### src/rtl/hazard_ctrl.sv
// hazard_ctrl: pipeline hazard controller for the 5-stage core.
//
// Drives the stage-register load enables and bubble (flush) controls of
// PC, IF/ID, ID/EX, EX/MEM and MEM/WB. It resolves three hazards, listed
// here highest priority first:
//   freeze : LSU back-pressure (MEM access pending, not ready)
//   branch : taken branch/jump resolved in EX
//   lu     : load-use dependency between the EX load and the ID instruction
// It also keeps a memory-wait watchdog and saturating perf counters.
//
// Ports:
//   clk_i, rst_i                 core clock, synchronous active-high reset
//   ID_Rs1/Rs2_addr_i, ID_rs*_used_i   source operands of the ID instruction
//   ID_EX_Rd_i, ID_EX_mem_rd_i   destination / load flag of the EX instruction
//   br_taken_i                   EX redirect
//   EX_MEM_mem_req_i, mem_ready_i  MEM-stage access handshake with the LSU
//   *_en_o, *_flush_o            stage controls (combinational, same cycle)
//   mem_timeout_o                sticky watchdog flag
//   stall_cnt_o, flush_cnt_o     saturating stall / branch-flush cycle counts
//
// States:
//   S_RUN  | pipeline advancing (normal, branch or load-use cycles)
//   S_WAIT | frozen on an outstanding LSU access
module hazard_ctrl #(
    parameter int TIMEOUT = 255,
    parameter int CNT_W   = 16
) (
    input  logic             clk_i,
    input  logic             rst_i,
    input  logic [4:0]       ID_Rs1_addr_i,
    input  logic [4:0]       ID_Rs2_addr_i,
    input  logic             ID_rs1_used_i,
    input  logic             ID_rs2_used_i,
    input  logic [4:0]       ID_EX_Rd_i,
    input  logic             ID_EX_mem_rd_i,
    input  logic             br_taken_i,
    input  logic             EX_MEM_mem_req_i,
    input  logic             mem_ready_i,
    output logic             PC_en_o,
    output logic             IF_ID_en_o,
    output logic             ID_EX_en_o,
    output logic             EX_MEM_en_o,
    output logic             MEM_WB_en_o,
    output logic             IF_ID_flush_o,
    output logic             ID_EX_flush_o,
    output logic             MEM_WB_flush_o,
    output logic             mem_timeout_o,
    output logic [CNT_W-1:0] stall_cnt_o,
    output logic [CNT_W-1:0] flush_cnt_o
);

    localparam int WAIT_W = (TIMEOUT < 1) ? 1 : $clog2(TIMEOUT + 1);
    localparam logic [WAIT_W-1:0] WAIT_MAX = WAIT_W'(TIMEOUT);
    localparam logic [CNT_W-1:0]  CNT_MAX  = {CNT_W{1'b1}};

    typedef enum logic {
        S_RUN  = 1'b0,
        S_WAIT = 1'b1
    } state_t;

    state_t            state, state_next;
    logic [WAIT_W-1:0] wait_cnt;
    logic [WAIT_W-1:0] wait_inc;

    logic freeze;
    logic lu;
    logic branch_cyc;
    logic stall_cyc;

    always_comb begin
        freeze = EX_MEM_mem_req_i && !mem_ready_i;
        lu     = ID_EX_mem_rd_i && (ID_EX_Rd_i != 5'd0) &&
                 ((ID_rs1_used_i && (ID_EX_Rd_i == ID_Rs1_addr_i)) ||
                  (ID_rs2_used_i && (ID_EX_Rd_i == ID_Rs2_addr_i)));
        // A branch redirect discards the ID instruction, so lu only stalls
        // when no branch is taken; a freeze masks both.
        branch_cyc = !freeze && br_taken_i;
        stall_cyc  = freeze || (!br_taken_i && lu);
    end

    // Next state and stage controls.
    always_comb begin
        state_next     = state;
        PC_en_o        = 1'b1;
        IF_ID_en_o     = 1'b1;
        ID_EX_en_o     = 1'b1;
        EX_MEM_en_o    = 1'b1;
        MEM_WB_en_o    = 1'b1;
        IF_ID_flush_o  = 1'b0;
        ID_EX_flush_o  = 1'b0;
        MEM_WB_flush_o = 1'b0;

        unique case (state)
            S_RUN:   if (freeze)  state_next = S_WAIT;
            S_WAIT:  if (!freeze) state_next = S_RUN;
            default: state_next = S_RUN;
        endcase

        if (rst_i) begin
            PC_en_o        = 1'b0;
            IF_ID_en_o     = 1'b0;
            ID_EX_en_o     = 1'b0;
            EX_MEM_en_o    = 1'b0;
            MEM_WB_en_o    = 1'b0;
            IF_ID_flush_o  = 1'b1;
            ID_EX_flush_o  = 1'b1;
            MEM_WB_flush_o = 1'b1;
        end else if (freeze) begin
            // Hold everything up to MEM; WB still loads, but with a bubble.
            PC_en_o        = 1'b0;
            IF_ID_en_o     = 1'b0;
            ID_EX_en_o     = 1'b0;
            EX_MEM_en_o    = 1'b0;
            MEM_WB_flush_o = 1'b1;
        end else if (br_taken_i) begin
            IF_ID_flush_o  = 1'b1;
            ID_EX_flush_o  = 1'b1;
        end else if (lu) begin
            // Hold PC and ID, inject one bubble into EX.
            PC_en_o        = 1'b0;
            IF_ID_en_o     = 1'b0;
            ID_EX_flush_o  = 1'b1;
        end
    end

    always_comb begin
        wait_inc = (wait_cnt == WAIT_MAX) ? WAIT_MAX : wait_cnt + WAIT_W'(1);
    end

    always_ff @(posedge clk_i) begin
        if (rst_i) begin
            state         <= S_RUN;
            wait_cnt      <= '0;
            mem_timeout_o <= 1'b0;
            stall_cnt_o   <= '0;
            flush_cnt_o   <= '0;
        end else begin
            state <= state_next;

            if (freeze) begin
                wait_cnt <= wait_inc;
                if (wait_inc == WAIT_MAX) mem_timeout_o <= 1'b1;
            end else begin
                wait_cnt <= '0;
            end

            if (stall_cyc && (stall_cnt_o != CNT_MAX))
                stall_cnt_o <= stall_cnt_o + CNT_W'(1);
            if (branch_cyc && (flush_cnt_o != CNT_MAX))
                flush_cnt_o <= flush_cnt_o + CNT_W'(1);
        end
    end

endmodule

### config.mk
export PLATFORM = sky130hd
export DESIGN_NAME = hazard_ctrl
export DESIGN_NICKNAME = d
export VERILOG_FILES = /design/src/rtl/hazard_ctrl.sv
export SDC_FILE = /design/constraint.sdc
export NUM_CORES = 1
export LEC_CHECK = 0
export BUFFER_PORTS_ARGS = -buffer_cell sky130_fd_sc_hd__buf_2
export CORE_ASPECT_RATIO = 1.25
export CORE_MARGIN = 2
export CORE_UTILIZATION = 35
export CTS_CLUSTER_DIAMETER = 60
export CTS_CLUSTER_SIZE = 25
export DETAILED_ROUTE_END_ITERATION = 6
export SETUP_SLACK_MARGIN = 0.05
export SYNTH_ARGS = -nofsm -noshare
export SYNTH_HDL_FRONTEND = slang
export SYNTH_SLANG_ARGS = --single-unit
export TNS_END_PERCENT = 5
### constraint.sdc
create_clock -name clk_i -period 2.9 [get_ports clk_i]
set_input_delay 0.145 -clock clk_i [delete_from_list [all_inputs] [get_ports clk_i]]
set_output_delay 0.145 -clock clk_i [all_outputs]
set_load 0.01 [all_outputs]
==> run_results.csv <==
group,metric,value,unit
synth,synth-seq-cells,41,
place,place_area,2540,um2
setup_path,max_stage_delay,0.43,ns
synth,synth_ff_type,"dfxtp_1",
cts,cts_tree,"built",
setup_path,critical_path.top_delay_family,"simple AND/OR/NAND/NOR gates",
status,status,"finished clean",
synth,synth-compound-area-share,14.9,%
sta,slew_viol_final,0,
power_and_ir_drop,powerDensity,429,nW/um2
synth,synth_top_area_share,37.8,%
synth,synthCells,261,
cts,htree_levels,2,
synth,yosys.area_share.xor_xnor,9.69,%
sta,max-slew-margin-rel,38.0,%
setup_path,cp-end-kind,"flip-flop",
routing,drc,0,
grt,grt_pass1_wl,8.36,mm
synth,synthArstFlopShare,0,%
sta,setup_viol,0,
synth,yosysTopAreaCell,"dfxtp_1",
synth,synth-edff-count,0,
sta,fin_hold_ws,0.292,ns
synth,ys_top_cells_by_area,"dfxtp_1 38%, xor2_1 8.1%, a21oi_1 4.6%, nor2_1 4.3%, nand3_1 4.2%",
setup_path,cp.arrival,2.25,ns
power_and_ir_drop,power,1.14,mW
worst_hold_path,hold_depth,4,
setup_path,critPathMaxFanout,17,
cts,path_clk_slew,0.08,ns
sta,finalHoldViolCount,0,
sta,tightest_slew,0.931,ns
die,start_util,35.6,%
routing,num_vias,2083,
setup_path,r2r_end,"stall_cnt_o[8]$_SDFFE_PP0P_",
worst_hold_path,hp-class,"input pin to flip-flop",
grt,grt_pass1_vias,1885,
cts,cts_root_buf,"clkbuf_8",
synth,synth_mux_area_share,2.02,%
die,die_h,92.0,um
setup_path,cpMaxStageDelayCell,"dfxtp_1",
cts,cts_setup_buffers,0,
cells_and_area,layout_common_cells,"63 x buf_2, 41 x dfxtp_1, 25 x nor2_1",
cells_and_area,final_nets,347,
synth,synth-warning-count,0,
synth,syn-num-nets,287,
worst_hold_path,hp-start,"mem_ready_i",
synth,synth-seq-area-share,37.8,%
sta,clock_skew,0.00618,ns
cts,insertion_delay,0.29,ns
setup_path,ff2ff_path_depth,7,
cts,clkSinkCount,41,
synth,avgSynthCellArea,8.31,um2
synth,synth_adder_area_share,1.73,%
routing,drt_first_pass_iters,4,
die,die_x,74.4,um
synth,netlist_area,2170,um2
sta,fin_crit_sh,71.3,%
grt,track_usage,15.2,%
routing,wl_per_cell,12.3,um
setup_path,ff2ff_setup_slack,0.83,ns
setup_path,crit_chain,"ha_1, nand3_1, or2_1, nor3_2, buf_4, nor4_1, mux2_1",
setup_path,start_kind,"flip-flop",
cells_and_area,fin_util,43.7,%
cells_and_area,final_common_cell,"buf_2",
die,core_area,6090,um2
worst_hold_path,whs_endpoint,"wait_cnt[1]$_SDFF_PP0_",
cts,cts_made_buffers,5,
power_and_ir_drop,vdd_drop_max,0.235,mV
routing,ant_nets,0,
setup_path,critical_path_class,"flip-flop to flip-flop",
cells_and_area,drive_above_1_share,23.3,%
grt,gr-total-overflow,0,
die,fp-row-count,32,
place,place.gp.congestion,0.806,
synth,synth_top_family_by_area,"simple AND/OR/NAND/NOR gates",
grt,antenna_found_initial,0,
synth,synth-simple-area-share,29.8,%
sta,period_needed,2.07,ns
flow_run,drv_cap,0,
sta,grt_setup_unrepaired,"no",
sta,max_freq,484,MHz
place,numPortBuffers,63,
setup_path,r2r-start,"stall_cnt_o[0]$_SDFFE_PP0P_",
cts,cts.hold.buffers_added,0,
routing,viasPerCell,5.12,
routing,routed_wirelength,5.00,mm
routing,drt-initial-drc-count,102,
cells_and_area,antennaDiodeCount,0,
die,ios,64,
cts,cts_buffer_depth,2,
cells_and_area,design_area,2660,um2
setup_path,crit_buf_inv,1,
place,hpwl,3.65,mm
setup_path,crit_required,3.08,ns
power_and_ir_drop,leakage,1.06,nW
sta,setup_tns,0,ns
grt,grt_max_degree,36,
cts,cts_resized,0,
cells_and_area,syn2layout_area_growth,22.5,%
die,die_area,6850,um2
synth,ys_types,44,
[layout make-up]
class | count | area, um2
Clock buffer | 7 | 86.3
Inverter | 6 | 22.5
Fill cell | 646 | 3430
Tap cell | 85 | 106
Clock inverter | 1 | 30.0
Multi-Input combinational cell | 202 | 1260
Sequential cell | 41 | 821
Timing Repair Buffer | 65 | 330
[cell usage after synthesis, types with 2 or more instances]
library cell  number
dfxtp_1           41
nor2_1            25
nand2_1           22
a21oi_1           20
xor2_1            20
nand3_1           18
or4_1             11
and3_1             8
o31ai_1            8
and4_1             6
inv_1              6
clkbuf_1           5
o21ai_0            5
buf_2              4
nand4_1            4
nor2b_1            4
nor4_1             4
o21ai_1            4
xnor2_1            4
a31oi_1            3
ha_1               3
nand2b_1           3
o41ai_1            3
or3_1              3
and2_1             2
buf_4              2
mux2_1             2
nor3_1             2
o211ai_1           2
o21bai_1           2
or2_1              2
[metal layers]
layer / routed length [um] / vias up / global-route usage [%]
met5: 0 / - / 0
met4: 69 / 0 / 4.46
met3: 167 / 5 / 3.19
met2: 2610 / 26 / 26.5
met1: 2150 / 987 / 18.3
li1: - / 1065 / -
[logic make-up (layout without fill, tap and decap cells)]
group	count (synthesis)	in the layout
simple gates	119	119
xor+xnor	24	24
buf+inv	18	79
compound gates	52	52
flops	41	41
mux	4	4
fa+ha+maj	3	3
[power breakdown]
group	leakage [nW]	internal, mW	switching (mW)
Combinational	0.676	0.0365	0.0521
Sequential	0.331	0.567	0.00626
Clock	0.0585	0.281	0.198
[registers in the layout, summed over array words and instances, names as in the netlist]
register and cells:
flush_cnt_o 16, stall_cnt_o 16, wait_cnt 8, mem_timeout_o 1
[per-stage QoR]
stage / worst slack [ns] / cells
5_1_grt: 0.664 / 407
6_report: 0.832 / 407
2_1_floorplan: 0.827 / 261
3_5_place_dp: 0.547 / 399
3_3_place_gp: 0.570 / 399
4_1_cts: 0.822 / 407
[worst min-delay path, delay by kind of cell]
family	cells	cell delay [ns]
AOI/OAI and AO/OA	1	0.06
buffers and inverters	1	0.09
and+or+nand+nor	2	0.25
[worst max-delay path by stage]
stage / cells past startpoint / startpoint / to / slack (ns)
CTS: 7 / stall_cnt_o[0]$_SDFFE_PP0P_ / stall_cnt_o[8]$_SDFFE_PP0P_ / 0.82
global route: 7 / stall_cnt_o[0]$_SDFFE_PP0P_ / stall_cnt_o[12]$_SDFFE_PP0P_ / 0.66
floorplan: 8 / stall_cnt_o[0]$_SDFFE_PP0P_ / stall_cnt_o[12]$_SDFFE_PP0P_ / 0.83
global placement: 6 / ID_EX_Rd_i[1] / stall_cnt_o[8]$_SDFFE_PP0P_ / 0.57
detailed placement: 6 / ID_EX_Rd_i[1] / stall_cnt_o[8]$_SDFFE_PP0P_ / 0.55
finish: 7 / stall_cnt_o[0]$_SDFFE_PP0P_ / stall_cnt_o[8]$_SDFFE_PP0P_ / 0.83
No activity file was read; power rests on OpenSTA's default activity.
